## src/rtl/fetch_queue.sv

```systemverilog
// Instruction fetch queue: buffers (pc, inst) pairs between fetch and decode.
// Circular buffer with occupancy count; flush discards all entries.
module fetch_queue #(
    parameter int DEPTH  = 4,
    parameter int ADDR_W = 32,
    parameter int INST_W = 32
) (
    input  logic                     clk,
    input  logic                     rst,
    input  logic                     in_valid,
    output logic                     in_ready,
    input  logic [ADDR_W-1:0]        in_pc,
    input  logic [INST_W-1:0]        in_inst,
    output logic                     out_valid,
    input  logic                     out_ready,
    output logic [ADDR_W-1:0]        out_pc,
    output logic [INST_W-1:0]        out_inst,
    input  logic                     flush,
    output logic [$clog2(DEPTH):0]   count
);

    localparam int PTR_W = $clog2(DEPTH);
    localparam logic [PTR_W:0] FULL = PTR_W'(0) + (PTR_W+1)'(DEPTH);
    localparam logic [INST_W-1:0] NOP = INST_W'(32'h0000_0013);

    logic [ADDR_W-1:0] pc_mem   [DEPTH];
    logic [INST_W-1:0] inst_mem [DEPTH];
    logic [PTR_W-1:0]  wr_ptr;
    logic [PTR_W-1:0]  rd_ptr;
    logic              push;
    logic              pop;

    assign in_ready  = (count != FULL);
    assign out_valid = (count != '0);
    assign push      = in_valid & in_ready;
    assign pop       = out_valid & out_ready;

    // Empty queue presents a NOP at pc 0 rather than stale slot contents.
    assign out_pc   = out_valid ? pc_mem[rd_ptr]   : '0;
    assign out_inst = out_valid ? inst_mem[rd_ptr] : NOP;

    always_ff @(posedge clk) begin
        if (push && !flush) begin
            pc_mem[wr_ptr]   <= in_pc;
            inst_mem[wr_ptr] <= in_inst;
        end
    end

    always_ff @(posedge clk or posedge rst) begin
        if (rst) begin
            wr_ptr <= '0;
            rd_ptr <= '0;
            count  <= '0;
        end else if (flush) begin
            wr_ptr <= '0;
            rd_ptr <= '0;
            count  <= '0;
        end else begin
            if (push) begin
                wr_ptr <= wr_ptr + 1'b1;
            end
            if (pop) begin
                rd_ptr <= rd_ptr + 1'b1;
            end
            unique case ({push, pop})
                2'b10:   count <= count + 1'b1;
                2'b01:   count <= count - 1'b1;
                default: count <= count;
            endcase
        end
    end

endmodule

```

## config.mk

```make
export PLATFORM = sky130hd
export DESIGN_NAME = fetch_queue
export DESIGN_NICKNAME = d
export VERILOG_FILES = /design/src/rtl/fetch_queue.sv
export SDC_FILE = /design/constraint.sdc
export NUM_CORES = 1
export LEC_CHECK = 0
export ABC_AREA = 1
export CELL_PAD_IN_SITES_DETAIL_PLACEMENT = 0
export CELL_PAD_IN_SITES_GLOBAL_PLACEMENT = 1
export CORE_MARGIN = 8
export CORE_UTILIZATION = 50
export CTS_BUF_LIST = sky130_fd_sc_hd__clkbuf_8
export DETAILED_ROUTE_END_ITERATION = 8
export PLACE_DENSITY = 0.95
export SLEW_MARGIN = 10
export SYNTH_ARGS = -nofsm -noshare
export SYNTH_HDL_FRONTEND = slang
export SYNTH_SLANG_ARGS = --single-unit
```

## constraint.sdc

```tcl
create_clock -name clk -period 5.9 [get_ports clk]
set_input_delay 1.18 -clock clk [delete_from_list [all_inputs] [get_ports clk]]
set_output_delay 1.18 -clock clk [all_outputs]
set_load 0.005 [all_outputs]
```

# Yosys cells after proc, flatten, opt, wreduce, memory -nomap -nowiden
# Memory sizes are Yosys's and may differ from the RTL's.
# Index checks and enable logic that the tools add are counted.
word_totals:
  regBits: 7
  ram_bits: 256
  inputBits: 69
  out_inout_bits: 69
  wordCells: 30
  mem_count: 2
memory_table:
  columns: ["name", "words", "word_bits", "rd", "rd_clocked_by_memory_dff", "write_ports", "line_no", "rtl"]
  rows:
  - ["inst_mem", 4, 32, 1, 0, 1, "27", "logic [INST_W-1:0] inst_mem [DEPTH];"]
  - ["pc_mem", 4, 32, 1, 0, 1, "26", "logic [ADDR_W-1:0] pc_mem [DEPTH];"]
classes:
  addsub: 4
  n_eq_ne: 3
  mux: 10
  bitwise: 2
  reduce_logical: 6
op_table:
  columns: ["operator", "n"]
  rows:
  - ["2-to-1 mux 32 bit", 2]
  - ["2-to-1 mux 2 bit", 4]
  - ["one-hot mux 3 bit (2 select lines)", 1]
  - ["nonzero test 3 bit", 2]
  - ["adder 2 x 1 -> 2 bit (second input constant)", 2]
  - ["nonzero test 2 bit", 2]
  - ["adder 3 x 1 -> 3 bit (second input constant)", 1]
  - ["2-to-1 mux 3 bit", 1]
  - ["inequality test 3 bit (second input constant)", 1]
  - ["subtractor 3 x 1 -> 3 bit (second input constant)", 1]
  - ["AND 1 bit", 2]
  - ["== test 2 x 1 -> 1 bit (second input constant)", 1]
  - ["== test 2 bit (second input constant)", 1]
  - ["2-to-1 mux 1 bit", 2]
  - ["logical AND 1 bit", 1]
  - ["zero test 1 bit", 1]

# Depth between registers and ports, before layout
logic_depth:
  depth_word: 5
  depth_mapped: 12
  depth_no_buf: 12

# Worst setup path before layout
# Ideal clock, no wire load.
synth_timing:
  path_kind: "in2reg"
  startpoint: "in in_valid"
  endpoint: "mem inst_mem[0][0], enable pin"
  setup_time_ns: 0.486
  arrival_time_ns: 4.113
  setup_slack_ns: 1.301
  path_stages: 4
  n_path_buf: 0
  path_cell_list: "nand2_2 inv_1 nand2_1 nor2_1"
synth_between:
  elab_chain_len: 4
synth_rtl:
  columns: ["element", "line_no", "rtl"]
  rows:
  - ["start: declaration", "10", "input logic in_valid,"]
  - ["AND 1 bit", "35", "assign push = in_valid & in_ready;"]
  - ["logical AND 1 bit", "43", "if (push && !flush) begin"]
  - ["2-to-1 mux 1 bit", "43", null]
  - ["2-to-1 mux 1 bit (implied by the code)", "45", "inst_mem[wr_ptr] <= in_inst;"]
  - ["end: declaration", "27", null]
# No other way between the ends.

# Final worst setup path
layout_timing:
  startpoint: "reg rd_ptr[0]"
  endpoint: "out out_inst[20]"
layout_between:
  elab_chain_len: 2
layout_rtl:
  columns: ["element", "line_no", "rtl"]
  rows:
  - ["start: declaration", "29", "logic [PTR_W-1:0] rd_ptr;"]
  - ["start signal: assignment", "63", "rd_ptr <= rd_ptr + 1'b1;"]
  - ["memory (4 x 32 bit)", null, null]
  - ["2-to-1 mux 32 bit", "40", "assign out_inst = out_valid ? inst_mem[rd_ptr] : NOP;"]
  - ["end: declaration", "17", "output logic [INST_W-1:0] out_inst,"]
# No other way between the ends.

==> flow_summary.ini <==
[cts]
clock_tree.htree_level_count = 2
clock_path_buffers = 3
cts.reportedPaths.clkPinSlew_ps = 60
ctsRootBufferMaster = clkbuf_8
post_cts_buffers = 0
cts_hold_repair.buffers = 0
clock_insertion_delay_worst_skew_ps = 530
cts_resized = 0
numCtsBuffers = 42
cts_num_sinks = 263
tritoncts = done

[outcome]
run_status = finished clean

[placed_design]
dpl.hpwl_um = 12800
gp_congestion = 0.716
portBuffers = 137

[routing]
post_route_ant_nets = 0
wl_um = 22900
via_per_inst = 5.24
drt_drc_violations_left = 0
met1Wirelength_um = 9660
wl_met3_um = 1440
maxUsedRoutingLayer = met5
via_count = 6595
drtIter0Drc = 462
wire_per_inst_um = 18.2
routed-wl-met2_um = 11400
first_pass_detailed_route_iteration_total = 5

[sta]
whs_ps = 571
timing.final.hold_violations = 0
period_share_pct = 76.1
relSlewSlack_pct = 31.7
finalCriticalPeriod_ps = 4490
worst_slew_pin_slew_ps = 1020
grt_setup_unrepaired = no
finalSetupViolations = 0
finClkSkew_ps = 14.7
report.final.slew_viol_count = 0
fin_tns_setup_ps = 0
max_clock_freq_mhz = 223

[logic_synthesis]
ys.flop_type = edfxtp_1
synth_seq_area_share_pct = 76.0
netlist_instances = 815
complex_gate_fraction_of_the_synthesized_area_pct = 9.54
synth-xor-area-share_pct = 0.0846
post_synthesis_simple_gate_area_fraction_pct = 10.6
ys_async_sr_fraction_pct = 2.66
synth_warnings = 0
postSynthRegisterBits = 263
synth_area_um2 = 10300
synth_fa_ha_area_share_pct = 0.677
synth_top_area_share_pct = 74.3
mappedNetlistNets = 889
synth.largest_area_cell = edfxtp_1
distinct_cell_type_count_of_the_synthesized_netlist = 23
synth_enable_flop_cells = 256
largest_family_of_logic_cells_by_synthesized_area = simple AND/OR/NAND/NOR gates
synth.area.mux_share_pct = 0
synth.avg_cell_area_um2 = 12.7
yosys-top-cells-area = edfxtp_1, nor2_1, o21ai_0

[global_route]
grt_antenna_before_repair = 1
overall_routing_resource_usage_pct = 17.4
grt_start_max_net_pins = 81
first_global_vias = 6595
globalRoute.totalOverflow = 0
first_pass_grt_wire_length_um = 35400

[floorplan]
die-area_um2 = 25600
coreArea_um2 = 20300
ports = 138
die-width_um = 160
floorplan.initialDensity_pct = 51.0
die_y_um = 160
placement_rows = 52

[layout]
num-fill-cells = 1568
finish.net_count = 1034
layout-drive-gt1-share_pct = 7.79
num_antenna_cells = 0
area_growth_pct = 22.4

[setup_path]
timing.critical_path.fanout_max = 80
cp.required_ps = 4720
critPathKind = flop to output port
worst_setup_path_start_kind = flop
worst-endpoint-arrival_ps = 3310
worst_setup_path_end_kind = output port

[power]
power.ir.vdd_worst_mv = 0.286
power.static_leakage_nw = 4.35
power-per-cell-area_nw_per_um2 = 418

[flow_run]
cap_violations = 0

[hold_path]
hold_class = flop to flop
==> cell usage in the layout, fill, tap and decap left out, types with 8 or more instances in the layout <==
cell	n
o21ai_0	124
clkdlybuf4s50_1	137
buf_4	11
clkbuf_8	46
a21oi_1	64
nand2_1	17
nor2_1	257
clkinv_1	8
edfxtp_1	256
inv_1	24
==> worst paths after layout <==
path / start / endpoint / slack (ps) / cells after the start
max in group asynchronous: rst / rd_ptr[0] / 4760 / 2
setup reg to reg: count[0] / pc_mem[3][9] / 3260 / 7
min in group asynchronous: rst / count[2] / 890 / 2
setup / recovery: rd_ptr[0] / out_inst[20] / 1410 / 6
hold / removal: count[1] / count[1] / 570 / 2
hold reg to reg: count[1] / count[1] / 570 / 2
==> critical path, cell delays in order, from the launching register on <==
cell             delay [ps]
dfrtp_4                1010
buf_4                   600
nor2_1                  120
nor2_1                  120
o21ai_0                 120
a21oi_1                 230
clkdlybuf4s50_1         570
==> synth_stat cells (2+ instances only) <==
library cell / number
a21oi_1: 64
buf_1: 3
buf_2: 15
buf_4: 14
buf_6: 2
clkbuf_1: 14
dfrtp_1: 7
edfxtp_1: 256
ha_1: 4
inv_1: 13
inv_2: 2
nand2_1: 17
nand2_2: 2
nand3_1: 5
nor2_1: 261
o21ai_0: 124
o21ai_1: 4
o311ai_0: 3
==> per-layer routing <==
layer	global-route usage [%]	vias to the layer above
li1	-	3170
met1	21.1	3204
met2	30.2	185
met3	4.91	34
met4	4.55	2
met5	0	-
==> power breakdown <==
part           total (W)  internal [W]  switching [W]  leakage (nW)
clock            0.00137      0.000713       0.000662         0.429
combinational    0.00166      0.000771       0.000891          1.50
sequential       0.00226       0.00216      0.0000975          2.42
total            0.00530       0.00365        0.00165          4.35
==> per-stage QoR <==
step | worst slack [ps] | std cells | cell area, µm² | total power [W] | utilization, %
after floorplan | 1300 | 815 | 10300 | 0.00308 | -
after global placement | 2030 | 1186 | 11900 | 0.00396 | 58.8
after detailed placement | 2030 | 1186 | 11900 | 0.00398 | 58.8
after CTS | 1410 | 1258 | 12700 | 0.00536 | 62.4
after global routing | 1150 | 1258 | 12700 | 0.00560 | 62.4
final | 1410 | 1258 | 12700 | 0.00530 | 62.4
==> registers in the layout, indices dropped and copies added (netlist names) <==
signal	count
inst_mem	128
rd_ptr	2
wr_ptr	2
count	3
pc_mem	128
==> cells by family (layout without fill, tap and decap cells) <==
logic type	Yosys count	after routing
AO/OA/AOI/OAI	195	195
XOR/XNOR	1	1
adder cells (fa/ha/maj)	5	5
buffers and inverters	64	237
flip-flops	263	263
AND/OR/NAND/NOR	287	287
==> layout make-up <==
class / instances / area (µm²) / area share, %
sequential: 263 / 7870 / 62.1
multi-input combinational: 488 / 2190 / 17.3
timing repair buffer: 149 / 1470 / 11.6
clock buffer: 46 / 633 / 5.00
tap: 270 / 338 / 2.67
clock inverter: 26 / 109 / 0.859
inverter: 16 / 61.3 / 0.484
Note: power is estimated with default switching activity, not from simulation.
